### src/rtl/vliw_fwd_scoreboard.sv
// Forwarding scoreboard for a multi-lane VLIW pipeline: per-operand bypass select and load-use stall.
// Optional statistics counters (fwd_cnt, stall_cnt) are built when VLIW_FWD_STATS_EN is defined.
module vliw_fwd_scoreboard #(
  parameter int unsigned LANES  = 2,
  parameter int unsigned REG_AW = 3,
  parameter int unsigned DEPTH  = 2,
  localparam int unsigned SW    = (DEPTH > 1) ? $clog2(DEPTH) : 1,
  localparam int unsigned LW    = (LANES > 1) ? $clog2(LANES) : 1,
  localparam int unsigned FW    = 1 + SW + LW
) (
  input  logic                         clk,
  input  logic                         rst_n,
  input  logic                         ex_valid,
  input  logic [LANES*2*REG_AW-1:0]    ex_src,
  input  logic [LANES*REG_AW-1:0]      ex_dst,
  input  logic [LANES-1:0]             ex_we,
  input  logic [LANES-1:0]             ex_load,
  input  logic                         flush,
  output logic [LANES*2*FW-1:0]        fwd_sel,
  output logic                         stall
`ifdef VLIW_FWD_STATS_EN
  ,
  output logic [15:0]                  fwd_cnt,
  output logic [15:0]                  stall_cnt
`endif
);

  localparam int unsigned NOPS = LANES * 2;

  logic [DEPTH-1:0][LANES-1:0]             vld_q, vld_d;
  logic [DEPTH-1:0][LANES-1:0]             ld_q,  ld_d;
  logic [DEPTH-1:0][LANES-1:0][REG_AW-1:0] dst_q, dst_d;

  logic [REG_AW-1:0] src [NOPS];
  logic              ld_match;

  always_comb begin
    for (int unsigned o = 0; o < NOPS; o++) begin
      src[o] = ex_src[o*REG_AW +: REG_AW];
    end
  end

  always_comb begin
    ld_match = 1'b0;
    for (int unsigned l = 0; l < LANES; l++) begin
      for (int unsigned o = 0; o < NOPS; o++) begin
        if (vld_q[0][l] && ld_q[0][l] && (src[o] != '0) && (src[o] == dst_q[0][l])) begin
          ld_match = 1'b1;
        end
      end
    end
    stall = ex_valid & ~flush & ld_match;
  end

  // Scan oldest stage first and lanes ascending so the youngest stage / highest lane overwrites.
  always_comb begin
    fwd_sel = '0;
    for (int unsigned o = 0; o < NOPS; o++) begin
      for (int unsigned si = 0; si < DEPTH; si++) begin
        for (int unsigned l = 0; l < LANES; l++) begin
          if (vld_q[DEPTH-1-si][l] && !((DEPTH-1-si == 0) && ld_q[DEPTH-1-si][l]) &&
              (src[o] != '0) && (src[o] == dst_q[DEPTH-1-si][l])) begin
            fwd_sel[o*FW +: FW] = {1'b1, SW'(DEPTH-1-si), LW'(l)};
          end
        end
      end
    end
  end

  always_comb begin
    for (int unsigned s = 1; s < DEPTH; s++) begin
      vld_d[s] = vld_q[s-1];
      ld_d[s]  = ld_q[s-1];
      dst_d[s] = dst_q[s-1];
    end
    for (int unsigned l = 0; l < LANES; l++) begin
      dst_d[0][l] = ex_dst[l*REG_AW +: REG_AW];
      ld_d[0][l]  = ex_load[l];
      vld_d[0][l] = ex_valid & ex_we[l] & ~stall & (ex_dst[l*REG_AW +: REG_AW] != '0);
    end
    if (flush) begin
      vld_d = '0;
    end
  end

  always_ff @(posedge clk or negedge rst_n) begin
    if (!rst_n) begin
      vld_q <= '0;
      ld_q  <= '0;
      dst_q <= '0;
    end else begin
      vld_q <= vld_d;
      ld_q  <= ld_d;
      dst_q <= dst_d;
    end
  end

`ifdef VLIW_FWD_STATS_EN
  localparam int unsigned CW = $clog2(NOPS + 1);

  logic [CW-1:0] hit_cnt;
  logic [16:0]   fwd_sum;
  logic [15:0]   fwd_cnt_q, stall_cnt_q;

  always_comb begin
    hit_cnt = '0;
    for (int unsigned o = 0; o < NOPS; o++) begin
      hit_cnt = hit_cnt + CW'(fwd_sel[o*FW + FW - 1]);
    end
    fwd_sum = {1'b0, fwd_cnt_q} + 17'(hit_cnt);
  end

  always_ff @(posedge clk or negedge rst_n) begin
    if (!rst_n) begin
      fwd_cnt_q   <= '0;
      stall_cnt_q <= '0;
    end else begin
      if (ex_valid && !stall) begin
        fwd_cnt_q <= fwd_sum[16] ? '1 : fwd_sum[15:0];
      end
      if (stall && (stall_cnt_q != '1)) begin
        stall_cnt_q <= stall_cnt_q + 16'd1;
      end
    end
  end

  assign fwd_cnt   = fwd_cnt_q;
  assign stall_cnt = stall_cnt_q;
`endif

endmodule
### config.mk
export PLATFORM = sky130hd
export DESIGN_NAME = vliw_fwd_scoreboard
export DESIGN_NICKNAME = d
export VERILOG_FILES = /design/src/rtl/vliw_fwd_scoreboard.sv
export SDC_FILE = /design/constraint.sdc
export NUM_CORES = 1
export LEC_CHECK = 0
export CAP_MARGIN = 25
export CORE_UTILIZATION = 40
export DETAILED_ROUTE_END_ITERATION = 6
export PLACE_DENSITY = 0.67
export SLEW_MARGIN = 20
export SYNTH_ARGS = -nofsm -noshare
export SYNTH_HDL_FRONTEND = slang
export SYNTH_SLANG_ARGS = --single-unit
### constraint.sdc
create_clock -name clk -period 4.3 [get_ports clk]
set_clock_uncertainty 0.15 [all_clocks]
set_input_delay 0.43 -clock clk [delete_from_list [all_inputs] [get_ports clk]]
set_output_delay 0.43 -clock clk [all_outputs]
set_load 0.005 [all_outputs]
After elaboration in Yosys (flattened, before gate mapping). Index checks and enable logic that the tools add are counted.

Bits in registers: 18. Input port bits: 26. Output and inout port bits: 13.

Eq/ne operators: 16. Multiplexer cells: 25. Bitwise logic cells: 10. Reduce and logical (&&, ||, !) cells: 60.

Operators with widths (count): logical AND 1 bit (52); equality test 3 bit (16); two-way mux 3 bit (16); nonzero test 3 bit (6); bitwise AND 1 bit (8); two-way mux 1 bit (8); two-way mux 4 bit (1); zero test 1 bit (2); inverter 1 bit (2).

Longest topological paths before layout.
Word-level depth: 16. Gate-level depth with buffers: 6. Gate-level depth less buffers: 5.

Worst setup path before layout. No wires, ideal clock.

Path kind: input to output. Start point: in ex_src[10]. End point: out stall. Data arrival time: 1508 ps. Required time: 3720 ps. Slack: 2212 ps. Stages: 6. Path buffers: 1. Path through: buf_4 xor2_2 nor4_4 nor4_1 o22ai_1 nor2b_1.

Cells in the longest elaborated chain, start to end: 9. Elaborated cells between the ends (all ways): 13. Those cells by class: eq/ne: 2; mux: 5; bitwise: 1; reduce/logical: 5.

Ends and longest elaborated chain: start, declared (RTL line 14) `input logic [LANES*2*REG_AW-1:0] ex_src,`; nonzero test 3 bit (RTL line 47) `if (vld_q[0][l] && ld_q[0][l] && (src[o] != '0) && (src[o] == dst_q[0][l])) begin`; logical AND 1 bit (2 in a row) (RTL line 47); two-way mux 1 bit (4 in a row) (RTL line 47); two-way mux 1 bit * (RTL line 47); bitwise AND 1 bit * (RTL line 52) `stall = ex_valid & ~flush & ld_match;`; end, declared (RTL line 20) `output logic stall`.

Every way passes the cells marked *; elsewhere a longest branch is shown, timed or not.

Worst setup path after layout.
Start point: in ex_src[11]. End point: out stall.

The elaborated chain is that of the path after synthesis.

==> impl_metrics.json <==
{
  "row_count": 22,
  "synth_nets": 204,
  "cts_buffer_depth": 2,
  "vdd_drop_max_v": 0.000177,
  "p_seq_frac": 0.476,
  "cts_buffers": 3,
  "hold_buffers": 0,
  "die-area_sq_um": 4280,
  "end_kind": "primary output",
  "min_period_over_period": 0.777,
  "gp_congestion": 0.923,
  "synth_area_leaders": "dfrtp_1, xor2_1, xnor2_1",
  "critPathLaunchType": "input pin",
  "wire_per_inst_microns": 14.5,
  "cts.sinks": 18,
  "hold_violations": 0,
  "synth-edff-count": 0,
  "areaGrowthSynthToFinish_pct": 20.3,
  "synth_cell_types": 37,
  "power_switching_w": 0.000116,
  "netlist_instances": 178,
  "cp_slowest_stage_delay_ns": 0.65,
  "core_sq_um": 3770,
  "grt_antenna_before_repair": 0,
  "async_reset_ff_frac": 1.00,
  "first_pass_iters": 4,
  "portBuffers": 38,
  "fmax_mhz": 299,
  "yosys_warnings": 0,
  "drtAntennaViolNets": 0,
  "post-cts-setup-buffer-count": 0,
  "layout-drive-gt1-share": 0.0609,
  "p_sw_frac": 0.281,
  "dieHeight_microns": 65.5,
  "dpl-instance-area_sq_um": 1900,
  "cp.arrival_ns": 2.76,
  "cts_resized": 0,
  "vias_per_cell": 5.50,
  "slew_violations": 0,
  "drv_cap": 0,
  "drtIter0Drc": 66,
  "path_clk_slew_ns": 0.06,
  "hold_class": "reg2reg",
  "path_cells": "clkdlybuf4s50_1, xor2_2, nor4_4, nor4_1, o22ai_1, nor2b_1, clkdlybuf4s50_1",
  "finalCriticalPeriod_ns": 3.34,
  "grt_pass1_wl_microns": 6000,
  "htree_levels": 1,
  "totalWireLength_microns": 3550,
  "die_x_microns": 65.5,
  "cp_slowest_cell": "clkdlybuf4s50_1",
  "final_cell_mix": "clkdlybuf4s50_1, xor2_1, dfrtp_1, nand2_1, xnor2_1",
  "synth_seq_area_share": 0.280,
  "avgSynthCellArea_sq_um": 9.05,
  "crit_path_max_fanout": 8,
  "place_hpwl_microns": 2830,
  "comb_power_share": 0.267,
  "synthFlopType": "dfrtp_1",
  "insertion_delay_ns": 0.24,
  "p_leak_nw": 0.757,
  "antennaDiodeCount": 0,
  "stdcell_area_sq_um": 1940,
  "grt_max_degree": 19,
  "layout_commonest_cell": "clkdlybuf4s50_1",
  "fin_cells": 245,
  "utilization": 0.514,
  "tightest_slew_ns": 0.733,
  "synth_top_cell_by_area": "dfrtp_1",
  "boundaryPins": 39,
  "tritoncts": "built",
  "start_util": 0.427,
  "setup_violations": 0,
  "crit_type": "in2out",
  "required_ns": 3.72,
  "overflow": 0,
  "intPower_w": 0.000297,
  "cp_common_cell": "clkdlybuf4s50_1",
  "pwr-share-clk": 0.257,
  "drc_errors": 0,
  "syn_area_sq_um": 1610,
  "vias": 1348,
  "power.density_nw_per_um2": 213,
  "outcome": "finished, final reports clean",
  "setup_tns_ns": 0,
  "grtUsageTotal": 0.185,
  "yosys.area.top_type_share": 0.280,
  "ys_seq_elements": 18,
  "power_w": 0.000413,
  "grt_pass1_vias": 1309,
  "slew_headroom": 0.510,
  "rsz0062_at_grt": "no",
  "final_nets": 225,
  "clockRootBuffer": "clkbuf_8",
  "dp_cells": 242
}
==> metal layers <==
layer | track usage | wire (microns) | up-vias
met4 | 0.0924 | 94 | 0
li1 | - | - | 654
met5 | 0 | 0 | -
met2 | 0.307 | 1770 | 53
met3 | 0.0156 | 145 | 11
met1 | 0.239 | 1540 | 630
==> logic make-up (layout without fill, tap and decap cells) <==
logic type | count (synthesis) | in the layout | share of synthesized area
AND/OR/NAND/NOR | 63 | 63 | 0.245
flip-flops | 18 | 18 | 0.280
buffers and inverters | 26 | 45 | 0.106
XOR/XNOR | 38 | 38 | 0.221
AO/OA/AOI/OAI | 33 | 33 | 0.149
==> registers in the layout (all words and copies together), names as in the netlist <==
signal and flops:
dst_d 6, dst_q 6, ld_d 2, vld_q 4
==> per-stage QoR <==
step / setup WS, ns / hold WS (ns)
floorplan: 2.21 / -0.0156
global placement: 1.03 / 0.343
detailed placement: 0.981 / 0.350
CTS: 0.970 / 0.361
global route: 0.766 / 0.380
finish: 0.960 / 0.357
==> final timing paths <==
check	endpoint	cells past startpoint	slack [ns]	startpoint
setup / recovery	stall	7	0.96	ex_src[11]
hold / removal	vld_q[2]	1	0.36	vld_q[0]
setup reg to reg	vld_q[0]	5	2.39	dst_d[11]
hold reg to reg	vld_q[2]	1	0.36	vld_q[0]
max in group asynchronous	vld_q[0]	1	3.06	rst_n
min in group asynchronous	vld_q[2]	1	0.48	rst_n
==> power by group through the flow <==
stage,registers (W),logic (W),clock network [W]
floorplan,0.000184,0.0000912,0
global placement,0.000200,0.000106,0
detailed placement,0.000200,0.000110,0
CTS,0.000197,0.000110,0.000109
global route,0.000198,0.000122,0.000120
finish,0.000197,0.000110,0.000106
==> worst max-delay path, delay by kind of cell <==
family | cells | cell delay, ns
AND/OR/NAND/NOR | 3 | 0.61
buffers and inverters | 2 | 1.16
XOR/XNOR | 1 | 0.29
AO/OA/AOI/OAI | 1 | 0.27
==> cell usage after synthesis (5+ instances only) <==
| cell type | count |
|---|---|
| xor2_1 | 24 |
| dfrtp_1 | 18 |
| xnor2_1 | 11 |
| nor4_1 | 5 |
| nor3_1 | 7 |
| nor2b_1 | 8 |
| buf_6 | 6 |
| o31ai_1 | 7 |
| nor2_1 | 6 |
| nand2_1 | 12 |
| buf_2 | 10 |
| nand3_1 | 9 |
==> area by class of cell <==
type | count | area [sq um]
Clock buffer | 3 | 41.3
Fill cell | 345 | 1830
Inverter | 4 | 15.0
Sequential cell | 18 | 450
Tap cell | 48 | 60.1
Multi-Input combinational cell | 134 | 990
Timing Repair Buffer | 38 | 380
Power figures use the tool's default switching activity.
